`src/rtl/emmc_dev_cmd_if.sv`:
```
// CMD line plus decoded-command and sideband request signals of the eMMC device CMD responder.
// slave = card-side responder, master = host model / data and busy engines.
interface emmc_dev_cmd_if;
  logic        emmc_cmd_i;
  logic        emmc_cmd_o;
  logic        emmc_cmd_oe_o;
  logic        cmd_valid_o;
  logic [5:0]  cmd_idx_o;
  logic [31:0] cmd_arg_o;
  logic        dat_rd_req_o;
  logic        dat_wr_req_o;
  logic        dat_ext_csd_o;
  logic [31:0] blk_addr_o;
  logic        busy_req_o;
  logic        illegal_o;
  logic        crc_err_o;
  logic [3:0]  card_state_o;

  modport slave (
    input  emmc_cmd_i,
    output emmc_cmd_o, emmc_cmd_oe_o, cmd_valid_o, cmd_idx_o, cmd_arg_o,
           dat_rd_req_o, dat_wr_req_o, dat_ext_csd_o, blk_addr_o,
           busy_req_o, illegal_o, crc_err_o, card_state_o
  );

  modport master (
    output emmc_cmd_i,
    input  emmc_cmd_o, emmc_cmd_oe_o, cmd_valid_o, cmd_idx_o, cmd_arg_o,
           dat_rd_req_o, dat_wr_req_o, dat_ext_csd_o, blk_addr_o,
           busy_req_o, illegal_o, crc_err_o, card_state_o
  );
endinterface

```
`src/rtl/emmc_dev_cmd.sv`:
```
// Device-side eMMC CMD-line responder: frame capture, card state tracking, R1/R2/R3 serialisation.
// Optional receive CRC7 checking is enabled by defining EMMC_DEV_CRC_CHECK_EN.
module emmc_dev_cmd #(
  parameter logic [127:0] CID         = {4'h7, 124'h0},
  parameter logic [127:0] CSD         = 128'h0,
  parameter logic [31:0]  OCR         = 32'h40FF8080,
  parameter int           READY_DELAY = 2,
  parameter int           NCR         = 2
) (
  input logic           clk_i,
  input logic           rst_i,
  emmc_dev_cmd_if.slave bus
);
  typedef enum logic [2:0] {RX_IDLE, RX_SHIFT, RX_CHECK, WAIT_NCR, TX, DONE} rx_state_e;
  typedef enum logic [3:0] {ST_IDLE = 4'd0, ST_READY = 4'd1, ST_IDENT = 4'd2,
                            ST_STBY = 4'd3, ST_TRAN = 4'd4} card_state_e;
  typedef enum logic [1:0] {RSP_NONE, RSP_R1, RSP_R2, RSP_R3} rsp_e;

  localparam logic [7:0] RDY    = 8'(READY_DELAY);
  localparam logic [6:0] NCR_LD = 7'(NCR - 2);

  // CRC7 (x^7+x^3+1, zero seed) over the low n bits of d, MSB first.
  function automatic logic [6:0] crc7(input logic [119:0] d, input int n);
    logic [6:0] c;
    logic       fb;
    c = '0;
    for (int i = 119; i >= 0; i--) begin
      if (i < n) begin
        fb = d[i] ^ c[6];
        c  = {c[5:0], 1'b0} ^ (fb ? 7'h09 : 7'h00);
      end
    end
    return c;
  endfunction

  rx_state_e   r_state, w_state_nxt;
  card_state_e r_card, w_card_nxt;
  rsp_e        w_rsp;

  logic [47:0]  r_rx;
  logic [5:0]   r_rxcnt;
  logic [135:0] r_tx, w_tx_load;
  logic [7:0]   r_txcnt, w_tx_len;
  logic [6:0]   r_wait;
  logic [15:0]  r_rca;
  logic [7:0]   r_poll;
  logic         r_illegal;
  logic         r_pend_busy, r_pend_rd, r_pend_wr, r_pend_ext;
  logic         r_cmd_o, r_oe, r_valid, r_ill_p, r_busy, r_rd_req, r_wr_req, r_ext;
  logic [5:0]   r_idx;
  logic [31:0]  r_arg, r_blk;

  logic [5:0]   w_idx;
  logic [31:0]  w_arg, w_status;
  logic [39:0]  w_r1_body;
  logic [119:0] w_r2_body;
  logic         w_fmt_ok, w_crc_bad, w_accept, w_legal, w_rca_hit, w_ready;
  logic         w_clr, w_poll_inc, w_set_rca, w_r2_cid;
  logic         w_post_busy, w_post_rd, w_post_wr, w_post_ext, w_blk_ld;

`ifdef EMMC_DEV_CRC_CHECK_EN
  logic r_crc_err;
  assign w_crc_bad = w_fmt_ok && (crc7({80'd0, r_rx[47:8]}, 40) != r_rx[7:1]);
  always_ff @(posedge clk_i) begin
    if (rst_i) r_crc_err <= 1'b0;
    else       r_crc_err <= (r_state == RX_CHECK) && w_crc_bad;
  end
  assign bus.crc_err_o = r_crc_err;
`else
  assign w_crc_bad     = 1'b0;
  assign bus.crc_err_o = 1'b0;
`endif

  assign w_idx     = r_rx[45:40];
  assign w_arg     = r_rx[39:8];
  assign w_fmt_ok  = r_rx[46] & r_rx[0];
  assign w_accept  = w_fmt_ok & ~w_crc_bad;
  assign w_rca_hit = (w_arg[31:16] == r_rca);
  assign w_ready   = (r_poll >= RDY);

  // Command table: legality and side effects depend on the state before the command.
  always_comb begin
    w_legal     = 1'b0;
    w_rsp       = RSP_NONE;
    w_card_nxt  = r_card;
    w_clr       = 1'b0;
    w_poll_inc  = 1'b0;
    w_set_rca   = 1'b0;
    w_r2_cid    = 1'b0;
    w_post_busy = 1'b0;
    w_post_rd   = 1'b0;
    w_post_wr   = 1'b0;
    w_post_ext  = 1'b0;
    w_blk_ld    = 1'b0;
    case (w_idx)
      6'd0: begin
        w_legal = 1'b1; w_card_nxt = ST_IDLE; w_clr = 1'b1;
      end
      6'd1: if (r_card == ST_IDLE) begin
        w_legal = 1'b1; w_rsp = RSP_R3; w_poll_inc = 1'b1;
        if (w_ready) w_card_nxt = ST_READY;
      end
      6'd2: if (r_card == ST_READY) begin
        w_legal = 1'b1; w_rsp = RSP_R2; w_r2_cid = 1'b1; w_card_nxt = ST_IDENT;
      end
      6'd3: if (r_card == ST_IDENT) begin
        w_legal = 1'b1; w_rsp = RSP_R1; w_set_rca = 1'b1; w_card_nxt = ST_STBY;
      end
      6'd9: if (r_card == ST_STBY && w_rca_hit) begin
        w_legal = 1'b1; w_rsp = RSP_R2;
      end
      6'd7: begin
        if (r_card == ST_STBY && w_rca_hit) begin
          w_legal = 1'b1; w_rsp = RSP_R1; w_post_busy = 1'b1; w_card_nxt = ST_TRAN;
        end else if (r_card == ST_TRAN && !w_rca_hit) begin
          w_legal = 1'b1; w_card_nxt = ST_STBY;
        end
      end
      6'd6: if (r_card == ST_TRAN) begin
        w_legal = 1'b1; w_rsp = RSP_R1; w_post_busy = 1'b1;
      end
      6'd8: if (r_card == ST_TRAN) begin
        w_legal = 1'b1; w_rsp = RSP_R1; w_post_rd = 1'b1; w_post_ext = 1'b1;
      end
      6'd17: if (r_card == ST_TRAN) begin
        w_legal = 1'b1; w_rsp = RSP_R1; w_post_rd = 1'b1; w_blk_ld = 1'b1;
      end
      6'd24: if (r_card == ST_TRAN) begin
        w_legal = 1'b1; w_rsp = RSP_R1; w_post_wr = 1'b1; w_blk_ld = 1'b1;
      end
      default: ;
    endcase
  end

  // Response image, left-aligned in a 136-bit shifter.
  always_comb begin
    w_status  = {9'd0, r_illegal, 9'd0, r_card, 1'b1, 8'd0};
    w_r1_body = {2'b00, w_idx, w_status};
    w_r2_body = w_r2_cid ? CID[127:8] : CSD[127:8];
    case (w_rsp)
      RSP_R1:  w_tx_load = {w_r1_body, crc7({80'd0, w_r1_body}, 40), 1'b1, 88'd0};
      RSP_R2:  w_tx_load = {2'b00, 6'h3F, w_r2_body, crc7(w_r2_body, 120), 1'b1};
      RSP_R3:  w_tx_load = {2'b00, 6'h3F, w_ready, OCR[30:0], 7'h7F, 1'b1, 88'd0};
      default: w_tx_load = '1;
    endcase
    w_tx_len = (w_rsp == RSP_R2) ? 8'd135 : 8'd47;
  end

  always_ff @(posedge clk_i) begin
    if (rst_i) r_state <= RX_IDLE;
    else       r_state <= w_state_nxt;
  end

  always_comb begin
    w_state_nxt = r_state;
    case (r_state)
      RX_IDLE, DONE: w_state_nxt = bus.emmc_cmd_i ? RX_IDLE : RX_SHIFT;
      RX_SHIFT:      if (r_rxcnt == 6'd47) w_state_nxt = RX_CHECK;
      RX_CHECK:      w_state_nxt = (w_accept && w_rsp != RSP_NONE) ? WAIT_NCR : RX_IDLE;
      WAIT_NCR:      if (r_wait == '0) w_state_nxt = TX;
      TX:            if (r_txcnt == '0) w_state_nxt = DONE;
      default:       w_state_nxt = RX_IDLE;
    endcase
  end

  always_ff @(posedge clk_i) begin
    if (rst_i) begin
      r_rx <= '0; r_rxcnt <= '0; r_tx <= '0; r_txcnt <= '0; r_wait <= '0;
      r_card <= ST_IDLE; r_rca <= '0; r_poll <= '0; r_illegal <= 1'b0;
      r_pend_busy <= 1'b0; r_pend_rd <= 1'b0; r_pend_wr <= 1'b0; r_pend_ext <= 1'b0;
      r_cmd_o <= 1'b1; r_oe <= 1'b0; r_valid <= 1'b0; r_ill_p <= 1'b0;
      r_busy <= 1'b0; r_rd_req <= 1'b0; r_wr_req <= 1'b0; r_ext <= 1'b0;
      r_idx <= '0; r_arg <= '0; r_blk <= '0;
    end else begin
      r_valid  <= 1'b0;
      r_ill_p  <= 1'b0;
      r_busy   <= 1'b0;
      r_rd_req <= 1'b0;
      r_wr_req <= 1'b0;
      r_ext    <= 1'b0;
      case (r_state)
        RX_IDLE, DONE: if (!bus.emmc_cmd_i) begin
          r_rx    <= '0;
          r_rxcnt <= 6'd1;
        end
        RX_SHIFT: begin
          r_rx    <= {r_rx[46:0], bus.emmc_cmd_i};
          r_rxcnt <= r_rxcnt + 6'd1;
        end
        RX_CHECK: if (w_accept) begin
          r_valid <= 1'b1;
          r_idx   <= w_idx;
          r_arg   <= w_arg;
          r_card  <= w_card_nxt;
          r_ill_p <= ~w_legal;
          if (!w_legal)              r_illegal <= 1'b1;
          else if (w_rsp == RSP_R1)  r_illegal <= 1'b0;
          if (w_clr) begin
            r_poll <= '0;
            r_rca  <= '0;
          end
          if (w_poll_inc && r_poll != RDY) r_poll <= r_poll + 8'd1;
          if (w_set_rca) r_rca <= w_arg[31:16];
          if (w_blk_ld)  r_blk <= w_arg;
          r_pend_busy <= w_post_busy;
          r_pend_rd   <= w_post_rd;
          r_pend_wr   <= w_post_wr;
          r_pend_ext  <= w_post_ext;
          r_tx        <= w_tx_load;
          r_txcnt     <= w_tx_len;
          r_wait      <= NCR_LD;
        end
        WAIT_NCR: begin
          if (r_wait == '0) begin
            r_oe    <= 1'b1;
            r_cmd_o <= r_tx[135];
            r_tx    <= {r_tx[134:0], 1'b1};
          end else begin
            r_wait <= r_wait - 7'd1;
          end
        end
        TX: begin
          if (r_txcnt != '0) begin
            r_cmd_o <= r_tx[135];
            r_tx    <= {r_tx[134:0], 1'b1};
            r_txcnt <= r_txcnt - 8'd1;
          end else begin
            // End bit has been on the line a full cycle: release CMD, fire follow-on requests.
            r_oe     <= 1'b0;
            r_cmd_o  <= 1'b1;
            r_busy   <= r_pend_busy;
            r_rd_req <= r_pend_rd;
            r_wr_req <= r_pend_wr;
            r_ext    <= r_pend_ext;
          end
        end
        default: ;
      endcase
    end
  end

  assign bus.emmc_cmd_o    = r_cmd_o;
  assign bus.emmc_cmd_oe_o = r_oe;
  assign bus.cmd_valid_o   = r_valid;
  assign bus.cmd_idx_o     = r_idx;
  assign bus.cmd_arg_o     = r_arg;
  assign bus.dat_rd_req_o  = r_rd_req;
  assign bus.dat_wr_req_o  = r_wr_req;
  assign bus.dat_ext_csd_o = r_ext;
  assign bus.blk_addr_o    = r_blk;
  assign bus.busy_req_o    = r_busy;
  assign bus.illegal_o     = r_ill_p;
  assign bus.card_state_o  = r_card;
endmodule

```
`src/flat_wrapper.sv`:
```
// flat-port wrapper written by rule: the top's interface ports become plain ports
module emmc_dev_cmd_flat 
#(
  parameter logic [127:0] CID         = {4'h7, 124'h0},
  parameter logic [127:0] CSD         = 128'h0,
  parameter logic [31:0]  OCR         = 32'h40FF8080,
  parameter int           READY_DELAY = 2,
  parameter int           NCR         = 2
)
  (clk_i, rst_i, bus_emmc_cmd_i, bus_emmc_cmd_o, bus_emmc_cmd_oe_o, bus_cmd_valid_o, bus_cmd_idx_o, bus_cmd_arg_o, bus_dat_rd_req_o, bus_dat_wr_req_o, bus_dat_ext_csd_o, bus_blk_addr_o, bus_busy_req_o, bus_illegal_o, bus_crc_err_o, bus_card_state_o);
  emmc_dev_cmd_if bus_i ();
  input logic clk_i;
  input logic rst_i;
  input wire logic [$bits(bus_i.emmc_cmd_i)-1:0] bus_emmc_cmd_i;
  output wire logic [$bits(bus_i.emmc_cmd_o)-1:0] bus_emmc_cmd_o;
  output wire logic [$bits(bus_i.emmc_cmd_oe_o)-1:0] bus_emmc_cmd_oe_o;
  output wire logic [$bits(bus_i.cmd_valid_o)-1:0] bus_cmd_valid_o;
  output wire logic [$bits(bus_i.cmd_idx_o)-1:0] bus_cmd_idx_o;
  output wire logic [$bits(bus_i.cmd_arg_o)-1:0] bus_cmd_arg_o;
  output wire logic [$bits(bus_i.dat_rd_req_o)-1:0] bus_dat_rd_req_o;
  output wire logic [$bits(bus_i.dat_wr_req_o)-1:0] bus_dat_wr_req_o;
  output wire logic [$bits(bus_i.dat_ext_csd_o)-1:0] bus_dat_ext_csd_o;
  output wire logic [$bits(bus_i.blk_addr_o)-1:0] bus_blk_addr_o;
  output wire logic [$bits(bus_i.busy_req_o)-1:0] bus_busy_req_o;
  output wire logic [$bits(bus_i.illegal_o)-1:0] bus_illegal_o;
  output wire logic [$bits(bus_i.crc_err_o)-1:0] bus_crc_err_o;
  output wire logic [$bits(bus_i.card_state_o)-1:0] bus_card_state_o;
  assign bus_i.emmc_cmd_i = bus_emmc_cmd_i;
  assign bus_emmc_cmd_o = bus_i.emmc_cmd_o;
  assign bus_emmc_cmd_oe_o = bus_i.emmc_cmd_oe_o;
  assign bus_cmd_valid_o = bus_i.cmd_valid_o;
  assign bus_cmd_idx_o = bus_i.cmd_idx_o;
  assign bus_cmd_arg_o = bus_i.cmd_arg_o;
  assign bus_dat_rd_req_o = bus_i.dat_rd_req_o;
  assign bus_dat_wr_req_o = bus_i.dat_wr_req_o;
  assign bus_dat_ext_csd_o = bus_i.dat_ext_csd_o;
  assign bus_blk_addr_o = bus_i.blk_addr_o;
  assign bus_busy_req_o = bus_i.busy_req_o;
  assign bus_illegal_o = bus_i.illegal_o;
  assign bus_crc_err_o = bus_i.crc_err_o;
  assign bus_card_state_o = bus_i.card_state_o;
  emmc_dev_cmd #(.CID(CID), .CSD(CSD), .OCR(OCR), .READY_DELAY(READY_DELAY), .NCR(NCR)) u_core (.clk_i(clk_i), .rst_i(rst_i), .bus(bus_i));
endmodule
```
`config.mk`:
```
export PLATFORM = sky130hd
export DESIGN_NAME = emmc_dev_cmd_flat
export DESIGN_NICKNAME = d
export VERILOG_FILES = /design/src/rtl/emmc_dev_cmd_if.sv /design/src/rtl/emmc_dev_cmd.sv /design/src/flat_wrapper.sv
export SDC_FILE = /design/constraint.sdc
export NUM_CORES = 1
export LEC_CHECK = 0
export ABC_CLOCK_PERIOD_IN_PS = 4200
export BUFFER_PORTS_ARGS = -buffer_cell sky130_fd_sc_hd__buf_4
export CAP_MARGIN = 10
export CORE_ASPECT_RATIO = 0.9
export CORE_UTILIZATION = 63
export CTS_BUF_LIST = sky130_fd_sc_hd__clkbuf_8
export CTS_CLUSTER_DIAMETER = 60
export DETAILED_ROUTE_END_ITERATION = 7
export GPL_TIMING_DRIVEN = 0
export PLACE_DENSITY = 0.86
export SLEW_MARGIN = 20
export SYNTH_ARGS = -nofsm -noshare
export SYNTH_HDL_FRONTEND = slang
export SYNTH_SLANG_ARGS = --single-unit
```
`constraint.sdc`:
```
create_clock -name clk_i -period 4.2 [get_ports clk_i]
set_input_delay 0.21 -clock clk_i [delete_from_list [all_inputs] [get_ports clk_i]]
set_output_delay 0.21 -clock clk_i [all_outputs]
set_load 0.01 [all_outputs]
```
==> flow_summary.yaml, run 1 <==
drt:
  vias: 11600
  wl_per_cell_um: 16.8
  routed_wl_mm: 32.4
  wl_met2_mm: 14.7
  drcViolationCount: 0
  drtPass1Iterations: 7
  dr_wl_met3_mm: 2.57
  drt-met1-wl_mm: 14.5
  final_antenna_net_count: 0
  dr.first_iter.drc_count: 1277
  vias_per_cell: 6.02
  top_layer: "met4"
critical_path:
  slowest_stage: "nor4_4"
  worstPathArrival_ps: 4350
  critical_path.top_delay_family: "simple AND/OR/NAND/NOR gates"
  slowest_delay_ps: 520
  critPathRequiredTime_ps: 4620
  cp_common_cell: "clkbuf_1"
  crit_type: "flop to flop"
  startpoint_type: "flop"
  path_cells: "xnor2_1 -> nand4_1 -> nor4_4 -> nand2_1 -> o221ai_2 -> inv_1 -> ha_1 -> and2_1 -> clkbuf_1 -> buf_2 -> clkbuf_1 -> a211oi_1 -> nor3_1"
  end_kind: "flop"
  cp_max_fo: 10
  path_buf_inv: 4
sta:
  maxSlewHeadroom_pct: 21.9
  setup_viol: 0
  finalMaxSlewViolations: 0
  period_needed_ps: 3930
  finalClockSkew_ps: 30.8
  finalHoldViolations: 0
  fin_hold_ws_ps: 85.3
  fin_ws_ps: 270
  period_share_pct: 93.6
  max_freq_mhz: 254
  rsz0062_at_grt: "no"
  tightest_slew_ps: 1160
synth:
  avgSynthCellArea_um2: 8.64
  synthArstFlopShare_pct: 0
  synth_edf_count: 0
  ys.flop_type: "dfxtp_1"
  synth_area_mm2: 0.0130
  synthCells: 1506
  seq_area_frac_synth_pct: 48.8
  synthDistinctLibCells: 65
  yosys_warnings: 0
  ys_ff_latch: 317
clock_network:
  numClockSinks: 317
  clk_pin_slew_ps: 70
  cts_max_level: 2
  cts_tree: "done"
  cts-root-buf: "clkbuf_8"
  clock_path_buffers: 3
  clk_latency_ps: 580
  cts_made_buffers: 48
  post_cts_buffers: 0
grt:
  grt_use_total_pct: 30.2
  antenna_found_initial: 0
  grt_start_max_net_pins: 13
  grt-ovfl-total: 0
  grt_pass1_wl_mm: 53.3
  grt_pass1_vias: 10800
cells_and_area:
  nets: 1658
  syn_to_final_growth_pct: 15.0
  layout_commonest_cell: "dfxtp_1"
  fin_cells: 1931
  fillers: 1480
  multi_input_area_mm2: 0.00606
  drive_gt1_share_pct: 12.4
  regArea_mm2: 0.00635
  mostFrequentLayoutCells: "dfxtp_1, nor2_1, nand2_1"
  antennaDiodeCount: 0
die:
  core_area_mm2: 0.0201
  die_h_um: 138
  die-area_mm2: 0.0212
  rows: 49
  die_w_um: 153
  initial_utilization_pct: 64.7
  ios: 86
place:
  dpl.hpwl_mm: 21.8
  dp_cells: 1845
  portBuffers: 83
  gp_congestion: 0.920
  post-place-ws_ps: -178
run_status:
  outcome: "finished clean"
pwr:
  vdd_ir_drop_max_mv: 0.275
  cellLeakagePower_nw: 5.16
  power_density_mw_per_mm2: 401
min_path:
  worstHoldPathType: "primary input to flop"
run:
  maxCapViolations: 0
==> layer usage <==
metal | global-route usage (%) | vias up
met1 | 43.2 | 5540
li1 | - | 5569
met5 | 0.680 | -
met3 | 5.39 | 63
met4 | 9.42 | 0
met2 | 46.2 | 451
==> Yosys cell counts, drive strengths merged (2+ instances only) <==
cell	n	area [um^2]
dfxtp	317	6350
nor2	259	972
nand2	129	487
nor3	127	641
a211oi	125	938
clkbuf	90	338
a21oi	82	422
a22oi	48	360
buf	41	224
xnor2	39	342
mux2i	34	340
o21ai	20	100
inv	19	71.3
a22o	18	158
nand3	16	80.1
nor4	15	125
ha	14	175
o211ai	14	105
xor2	8	70.1
and2	7	43.8
nand4	7	43.8
nand2b	6	37.5
a31oi	5	31.3
and3	5	31.3
nand3b	5	37.5
o31ai	5	37.5
a21o	4	30.0
nor3b	4	35.0
o21bai	4	30.0
or3	4	25.0
or4	4	30.0
o21a	3	22.5
or3b	3	28.8
a221oi	2	17.5
a31o	2	17.5
nor2b	2	12.5
==> area by class of cell <==
cell class	instances	area share [%]
multi-input cells	1040	40.5
flip-flops and latches	317	42.4
clock buffers	61	5.61
inverters	19	0.477
repair buffers	84	4.23
well taps	255	2.13
clock inverters	24	0.870
plain buffers	131	3.75
==> state kept, by name (all words and copies together), names as in the netlist, 3 cells and up <==
| register | cells |
|---|---|
| u_core.r_rca | 16 |
| u_core.bus.card_state_o | 3 |
| u_core.r_rx | 47 |
| u_core.bus.cmd_idx_o | 6 |
| u_core.r_rxcnt | 6 |
| u_core.bus.cmd_arg_o | 32 |
| u_core.r_state | 3 |
| u_core.r_txcnt | 8 |
| u_core.r_wait | 7 |
| u_core.r_poll | 8 |
| u_core.r_tx | 136 |
| u_core.bus.blk_addr_o | 32 |
==> cell families after synthesis <==
logic type | synth area share [%]
AND/OR/NAND/NOR | 20.7
XOR/XNOR | 3.34
buffers and inverters | 4.87
flip-flops | 48.8
multiplexers | 2.62
adder cells (fa/ha/maj) | 1.42
AO/OA/AOI/OAI | 18.3
other | 0.0288
==> power by group <==
group	switching (mW)	internal, mW
Clock	1.17	1.36
Combinational	0.274	0.0923
Sequential	0.0305	3.06
==> worst reg2reg max path, cell delays in order, from the launching register on <==
cell and delay (ps):
dfxtp_1 510, xnor2_1 180, nand4_1 160, nor4_4 520
nand2_1 240, o221ai_2 360, inv_1 130, ha_1 350
and2_1 190, clkbuf_1 190, buf_2 240, clkbuf_1 270
a211oi_1 360, nor3_1 70
==> path summary, 6_finish.rpt <==
check | endpoint | cells past startpoint | startpoint | slack, ps
worst max-delay path | u_core.r_tx[134]$_SDFFE_PP0P_ | 13 | u_core.r_rx[39]$_SDFFE_PP0P_ | 270
worst min-delay path | u_core.r_rca[2]$_SDFFE_PP0P_ | 3 | rst_i | 90
worst max register to register | u_core.r_tx[134]$_SDFFE_PP0P_ | 13 | u_core.r_rx[39]$_SDFFE_PP0P_ | 270
worst min register to register | u_core.r_tx[92]$_SDFFE_PP0P_ | 2 | u_core.r_tx[92]$_SDFFE_PP0P_ | 450
==> through the flow <==
step / power [mW] / cell area (um^2) / TNS, ps / util, %
2_1_floorplan: 3.40 / 13000 / 0 / -
3_3_place_gp: 3.49 / 14000 / -125 / 69.4
3_5_place_dp: 3.51 / 14000 / -1860 / 69.4
4_1_cts: 6.01 / 14900 / 0 / 74.3
5_1_grt: 6.20 / 15000 / 0 / 74.4
6_report: 5.99 / 15000 / 0 / 74.4
==> what timing repair did <==
action                                  in CTS  in global routing
hold buffers                                 1                  0
endpoints found under the hold margin        1                  0
resized for setup                            1                  3
endpoints found under the setup margin      48                 49
(Power assumes the default switching activity.)
==> run 2: changes to the inputs <==
--- a/config.mk
+++ b/config.mk
@@ -8,8 +8,10 @@
 export ABC_CLOCK_PERIOD_IN_PS = 4200
 export BUFFER_PORTS_ARGS = -buffer_cell sky130_fd_sc_hd__buf_4
 export CAP_MARGIN = 10
+export CELL_PAD_IN_SITES_DETAIL_PLACEMENT = 0
+export CELL_PAD_IN_SITES_GLOBAL_PLACEMENT = 1
 export CORE_ASPECT_RATIO = 0.9
-export CORE_UTILIZATION = 63
+export CORE_UTILIZATION = 48
 export CTS_BUF_LIST = sky130_fd_sc_hd__clkbuf_8
 export CTS_CLUSTER_DIAMETER = 60
 export DETAILED_ROUTE_END_ITERATION = 7
==> run 2 against run 1 <==
Compared with the run above: cell count up 5.5%; die area up 31%; critical path depth unchanged; sequential cell count unchanged; wire length up 0.68%; count of clock-buffer cells in the layout up 6; combinational power about the same; hold slack better by 54 ps; first-iteration DRC count down 35%; non-clock buffer count unchanged; clock power up 14%; total power up 6.1%; critical path type unchanged; highest routed layer unchanged.
==> flow_summary.yaml, run 2 (synthesis results as in run 1) <==
drt:
  wl_per_cell_um: 16.0
  vias_per_cell: 5.48
  drcViolationCount: 0
  drtPass1Iterations: 5
  final_antenna_net_count: 0
  routed_wl_mm: 32.7
  dr.first_iter.drc_count: 826
  vias: 11200
sta:
  max_freq_mhz: 258
  period_needed_ps: 3880
  setup_viol: 0
  finalMaxSlewViolations: 0
  tightest_slew_ps: 862
  rsz0062_at_grt: "no"
  finalClockSkew_ps: 45.3
  period_share_pct: 92.3
  maxSlewHeadroom_pct: 42.0
  fin_hold_ws_ps: 139
  finalHoldViolations: 0
  fin_ws_ps: 325
pwr:
  p_sw_mw: 1.57
  cellLeakagePower_nw: 5.26
  vdd_ir_drop_max_mv: 0.221
  power.share.clock_pct: 45.6
  internal_power_mw: 4.79
  power_frac_seq_pct: 48.6
  p_comb_share_pct: 5.8
  p_sw_share_pct: 24.8
  power_density_mw_per_mm2: 417
clock_network:
  clock_path_buffers: 3
  clk_latency_ps: 600
  cts-root-buf: "clkbuf_8"
  numClockSinks: 317
  clk_pin_slew_ps: 60
  cts_tree: "done"
  cts_max_level: 2
  cts_made_buffers: 52
place:
  portBuffers: 83
  dpl.hpwl_mm: 22.3
  post-place-ws_ps: -368
  gp_congestion: 0.848
die:
  ios: 86
  initial_utilization_pct: 49.4
  die_h_um: 158
  die-area_mm2: 0.0278
  rows: 56
  die_w_um: 176
  core_area_mm2: 0.0263
cells_and_area:
  nets: 1662
  antennaDiodeCount: 0
  top_regs: "u_core.r_tx (136), u_core.r_rx (47)"
  fillers: 2480
  mostFrequentLayoutCells: "dfxtp_1, nor2_1, nand2_1"
  drive_gt1_share_pct: 13.4
  syn_to_final_growth_pct: 17.3
  regMostFlops: "u_core.r_tx"
  layout_commonest_cell: "dfxtp_1"
  largest_reg_flops: 136
grt:
  antenna_found_initial: 0
  grt_pass1_wl_mm: 52.9
  grt_start_max_net_pins: 15
  grt_use_total_pct: 23.5
  grt-ovfl-total: 0
  grt_pass1_vias: 10200
run:
  maxCapViolations: 0
critical_path:
  crit_type: "flop to flop"
  critPathRequiredTime_ps: 4630
  end_kind: "flop"
  startpoint_type: "flop"
  worstPathArrival_ps: 4300
  rrSetupSlack_ps: 320
  cp_max_fo: 10
min_path:
  worstHoldPathType: "primary input to flop"
run_status:
  outcome: "finished clean"
==> run 2: cell count changes in the layout (fill, tap and decap cells not counted) <==
cell / change
clkinv_2: +9
clkbuf_8: +6
inv_1: -5
bufinv_16: +2
clkinvlp_4: -1
inv_6: +1
inv_8: +1
nor3_1: -1
nor3_2: +1
==> run 2: worst max-delay path, stage by stage, from the launching register on <==
cell and delay [ps]:
dfxtp_1 540, xnor2_1 190, nand4_1 170, nor4_4 500, nand2_1 210, o221ai_2 370, inv_1 120, ha_1 340
and2_1 190, clkbuf_1 180, buf_2 240, clkbuf_1 270, a211oi_1 310, nor3_1 70
==> run 2: repair_timing <==
| item | in CTS | in global routing |
|---|---|---|
| setup buffers | 0 | 0 |
| resized for setup | 2 | 2 |
| cloned | 0 | 0 |
| hold buffers | 1 | 0 |
| setup endpoints to repair | 61 | 50 |
| endpoints found under the hold margin | 1 | 0 |
==> run 2: layer usage <==
| metal | part of all wire [%] | wire length, um | global-route usage, % | up-vias |
|---|---|---|---|---|
| li1 | - | - | - | 5590 |
| met1 | 52 | 16900 | 35.2 | 5273 |
| met2 | 42 | 13700 | 34.3 | 251 |
| met3 | 4.6 | 1490 | 3.82 | 50 |
| met4 | 1.7 | 540 | 6.87 | 0 |
| met5 | 0 | 0 | 0 | - |
==> run 2: area by class of cell <==
class                           count  area [um^2]  share of cell area (%)
Sequential cell                   317         6350                    41.6
Timing Repair Buffer               84          633                    4.15
Clock inverter                     31          229                    1.50
Buffer                            131          562                    3.68
Multi-Input combinational cell   1040         6070                    39.7
Tap cell                          348          435                    2.85
Clock buffer                       67          922                    6.04
Inverter                           19         71.3                   0.467
==> run 2: worst paths after layout <==
kind                           startpoint                       endpoint  cells past startpoint
max          u_core.r_rx[39]$_SDFFE_PP0P_  u_core.r_tx[123]$_SDFFE_PP0P_                     13
min                                 rst_i   u_core.r_rca[3]$_SDFFE_PP0P_                      3
max reg2reg  u_core.r_rx[39]$_SDFFE_PP0P_  u_core.r_tx[123]$_SDFFE_PP0P_                     13
min reg2reg  u_core.r_tx[94]$_SDFFE_PP0P_   u_core.r_tx[94]$_SDFFE_PP0P_                      2
==> run 2: metrics by stage <==
stage                     power, mW  util (%)  cells  TNS, ps  area (um^2)
after floorplan                3.40         -   1507        0        13000
after global placement         3.51      53.4   1938    -8590        14100
after detailed placement       3.52      53.4   1938    -9100        14100
after CTS                      6.41      57.9   2037        0        15200
after global routing           6.60      57.9   2037        0        15300
final                          6.36      57.9   2037        0        15300
==> run 2: power groups by stage <==
stage               Clock, mW  Sequential (mW)  Combinational [mW]
global route             3.09             3.09               0.407
global placement            0             3.15               0.356
floorplan                   0             3.15               0.254
detailed placement          0             3.16               0.361
CTS                      2.95             3.09               0.364
finish                   2.90             3.09               0.367
==> run 3: changes to the inputs <==
--- a/config.mk
+++ b/config.mk
@@ -5,18 +5,21 @@
 export SDC_FILE = /design/constraint.sdc
 export NUM_CORES = 1
 export LEC_CHECK = 0
+export ABC_AREA = 1
 export ABC_CLOCK_PERIOD_IN_PS = 4200
 export BUFFER_PORTS_ARGS = -buffer_cell sky130_fd_sc_hd__buf_4
 export CAP_MARGIN = 10
 export CELL_PAD_IN_SITES_DETAIL_PLACEMENT = 0
 export CELL_PAD_IN_SITES_GLOBAL_PLACEMENT = 1
 export CORE_ASPECT_RATIO = 0.9
-export CORE_UTILIZATION = 48
+export CORE_UTILIZATION = 46
 export CTS_BUF_LIST = sky130_fd_sc_hd__clkbuf_8
 export CTS_CLUSTER_DIAMETER = 60
+export CTS_CLUSTER_SIZE = 16
 export DETAILED_ROUTE_END_ITERATION = 7
 export GPL_TIMING_DRIVEN = 0
-export PLACE_DENSITY = 0.86
+export PLACE_DENSITY = 0.85
+export SKIP_CTS_REPAIR_TIMING = 1
 export SLEW_MARGIN = 20
 export SYNTH_ARGS = -nofsm -noshare
 export SYNTH_HDL_FRONTEND = slang
==> run 3 against run 2 <==
Compared with the run above: combinational power decreased by 10%; critical endpoint is now u_core.r_tx[80]$_SDFFE_PP0P_; synthesized area increased by 1.6%; cell count increased by 11%; worst setup slack improved by 120 ps; die area increased by 6.0%; clock power decreased by 37%; first-iteration DRC count increased by 5.9%; non-clock buffer count decreased by 19; critical path depth increased by 3; synthesized cell count increased by 17%; highest routed layer unchanged; core utilization decreased by 5.1 points; largest cell class unchanged; design area decreased by 2.7%.
==> flow_summary.yaml, run 3 <==
synth:
  seq_area_frac_synth_pct: 48.0
  yosys_warnings: 0
  ys.flop_type: "dfxtp_1"
  ys_ff_latch: 317
  synth-xor-area-share_pct: 1.66
  synthMuxAreaShare_pct: 0
  synth_top_family_by_area: "simple AND/OR/NAND/NOR gates"
  synth.area.top_cells: "dfxtp_1, nand2_1, a21oi_1"
  yosysMostFrequentCell: "nand2_1"
  synthArstFlopShare_pct: 0
  avgSynthCellArea_um2: 7.48
  yosysTopAreaCellShare_pct: 48.0
  yosys.area_share.simple_pct: 20.5
  synthAdderAreaFrac_pct: 1.33
  synth_area_mm2: 0.0132
  synthCells: 1767
  synth_top_cell_by_area: "dfxtp_1"
  synth_compound_area_share_pct: 20.4
  synth_common_cells: "nand2_1, dfxtp_1, a21oi_1"
  synthDistinctLibCells: 45
  synth_edf_count: 0
sta:
  rsz0062_at_grt: "no"
  finalClockSkew_ps: 38.2
  finalSetupTns_ps: 0
  maxSlewHeadroom_pct: 43.3
  finalHoldViolations: 0
  finalMaxSlewViolations: 0
  max_freq_mhz: 267
  period_share_pct: 89.3
  tightest_slew_ps: 850
  setup_viol: 0
  period_needed_ps: 3750
  fin_ws_ps: 448
drt:
  wl_per_cell_um: 15.1
  vias_per_cell: 5.26
  final_antenna_net_count: 0
  drt-met1-wl_mm: 17.9
  routed_wl_mm: 34.0
  top_layer: "met4"
  dr_wl_met3_mm: 1.42
  drcViolationCount: 0
  wl_met2_mm: 14.2
  drtPass1Iterations: 5
  dr.first_iter.drc_count: 875
  vias: 11900
cells_and_area:
  syn_to_final_growth_pct: 12.3
  fillers: 2770
  drive_gt1_share_pct: 11.5
  regArea_mm2: 0.00635
  fin_cells: 2255
  multi_input_area_mm2: 0.00581
  top_regs: "u_core.r_tx (136), u_core.r_rx (47)"
  layout_commonest_cell: "nand2_1"
  mostFrequentLayoutCells: "nand2_1, dfxtp_1, a21oi_1"
  largest_reg_flops: 136
  nets: 1898
  regMostFlops: "u_core.r_tx"
min_path:
  min_path_cells: 3
  worstHoldPathType: "primary input to flop"
critical_path:
  startpoint_type: "flop"
  crit_type: "flop to flop"
  cp_max_fo: 10
  rrSetupSlack_ps: 450
  cp_common_cell: "inv_1"
  worstPathArrival_ps: 4290
  slowest_delay_ps: 390
  critical_path.top_delay_family: "buffers and inverters"
  r2r_cells: 16
  critPathRequiredTime_ps: 4740
  worst-path-stages: 16
  path_cells: "buf_2 -> inv_1 -> ha_1 -> nand2_2 -> inv_1 -> nand3_1 -> a21boi_0 -> nand3_1 -> inv_1 -> ha_1 -> clkinv_1 -> nor2_1 -> nor2_4 -> buf_4 -> buf_4 -> a21oi_1"
  slowest_stage: "nand3_1"
  path_buf_inv: 7
  end_kind: "flop"
run:
  maxCapViolations: 0
clock_network:
  cts-root-buf: "clkbuf_8"
  cts_made_buffers: 27
  clock_path_buffers: 3
  cts_tree: "done"
  clk_pin_slew_ps: 100
  numClockSinks: 317
  clk_latency_ps: 610
  cts_max_level: 1
die:
  die_h_um: 163
  ios: 86
  die-area_mm2: 0.0294
  die_w_um: 181
  initial_utilization_pct: 47.1
  rows: 58
  core_area_mm2: 0.0281
place:
  portBuffers: 83
  post-place-ws_ps: 458
  dpl.hpwl_mm: 24.0
  dp_cells: 2211
  gp_congestion: 0.881
pwr:
  vdd_ir_drop_max_mv: 0.191
  power_density_mw_per_mm2: 358
  cellLeakagePower_nw: 6.03
  p_total_mw: 5.32
grt:
  grt_pass1_wl_mm: 54.5
  grt-ovfl-total: 0
  grt_pass1_vias: 10500
  grt_start_max_net_pins: 17
  grt_use_total_pct: 22.5
  antenna_found_initial: 0
run_status:
  outcome: "finished clean"
-- run 3: cell count changes in the layout (fill, tap and decap cells not counted), sizes merged, moves of 42 or more --
cell    before  now
inv         32  127
a22oi       48    0
a211oi     125    8
o21ai       20  212
nand2      129  479
nor3       127   15
a21oi       82  246
nand3       16   58
nor2       259   94
clkbuf     157   83
-- run 3: metal layers --
metal / global-route usage (%) / vias to the layer above
met4: 4.51 / 0
met3: 2.59 / 44
met5: 0 / -
met1: 34.7 / 5527
li1: - / 6032
met2: 33.5 / 250
-- run 3: kinds of logic (layout without fill, tap and decap cells) --
kind of cell | Yosys count | in the layout
other | 1 | 6
and+or+nand+nor | 660 | 660
xor gates and xnor gates | 25 | 25
buffers and inverters | 235 | 358
AOI/OAI and AO/OA | 515 | 515
adders and majority gates | 14 | 14
DFF | 317 | 317
-- run 3: worst paths after layout --
path | from | end
worst max-delay path | u_core.r_rx[42]$_SDFFE_PP0P_ | u_core.r_tx[80]$_SDFFE_PP0P_
worst min-delay path | rst_i | u_core.bus.cmd_valid_o$_SDFF_PP0_
worst max register to register | u_core.r_rx[42]$_SDFFE_PP0P_ | u_core.r_tx[80]$_SDFFE_PP0P_
worst min register to register | u_core.bus.cmd_arg_o[30]$_SDFFE_PP0P_ | u_core.bus.cmd_arg_o[30]$_SDFFE_PP0P_
-- run 3: power breakdown --
group	internal (mW)	switching (mW)
Combinational	0.101	0.229
Clock	0.763	1.07
Sequential	3.11	0.0518
Total	3.97	1.35
-- run 3: metrics by stage --
step                      utilization, %  hold WS, ps  cell area (um^2)
after floorplan                        -          359             13200
after global placement              50.9          432             14300
after detailed placement            50.9          442             14300
after CTS                           52.8         -125             14800
after global routing                52.8         18.4             14800
final                               52.9         35.6             14800
-- run 3: worst reg2reg max path: cells and delay by family, from the launching register on --
kind | cells | cell delay (ps)
simple gates | 5 | 1230
fa+ha+maj | 2 | 480
compound gates | 2 | 410
flops | 1 | 340
buf+inv | 7 | 1250
-- run 3: final cells by class --
cell class	instances	share of cell area, %
sequential	317	42.7
buffer	112	4.05
timing repair buffer	84	4.26
clock inverter	11	0.961
antenna	4	0.0674
clock buffer	28	2.60
multi-input combinational	1216	39.2
tap	360	3.03
inverter	123	3.13
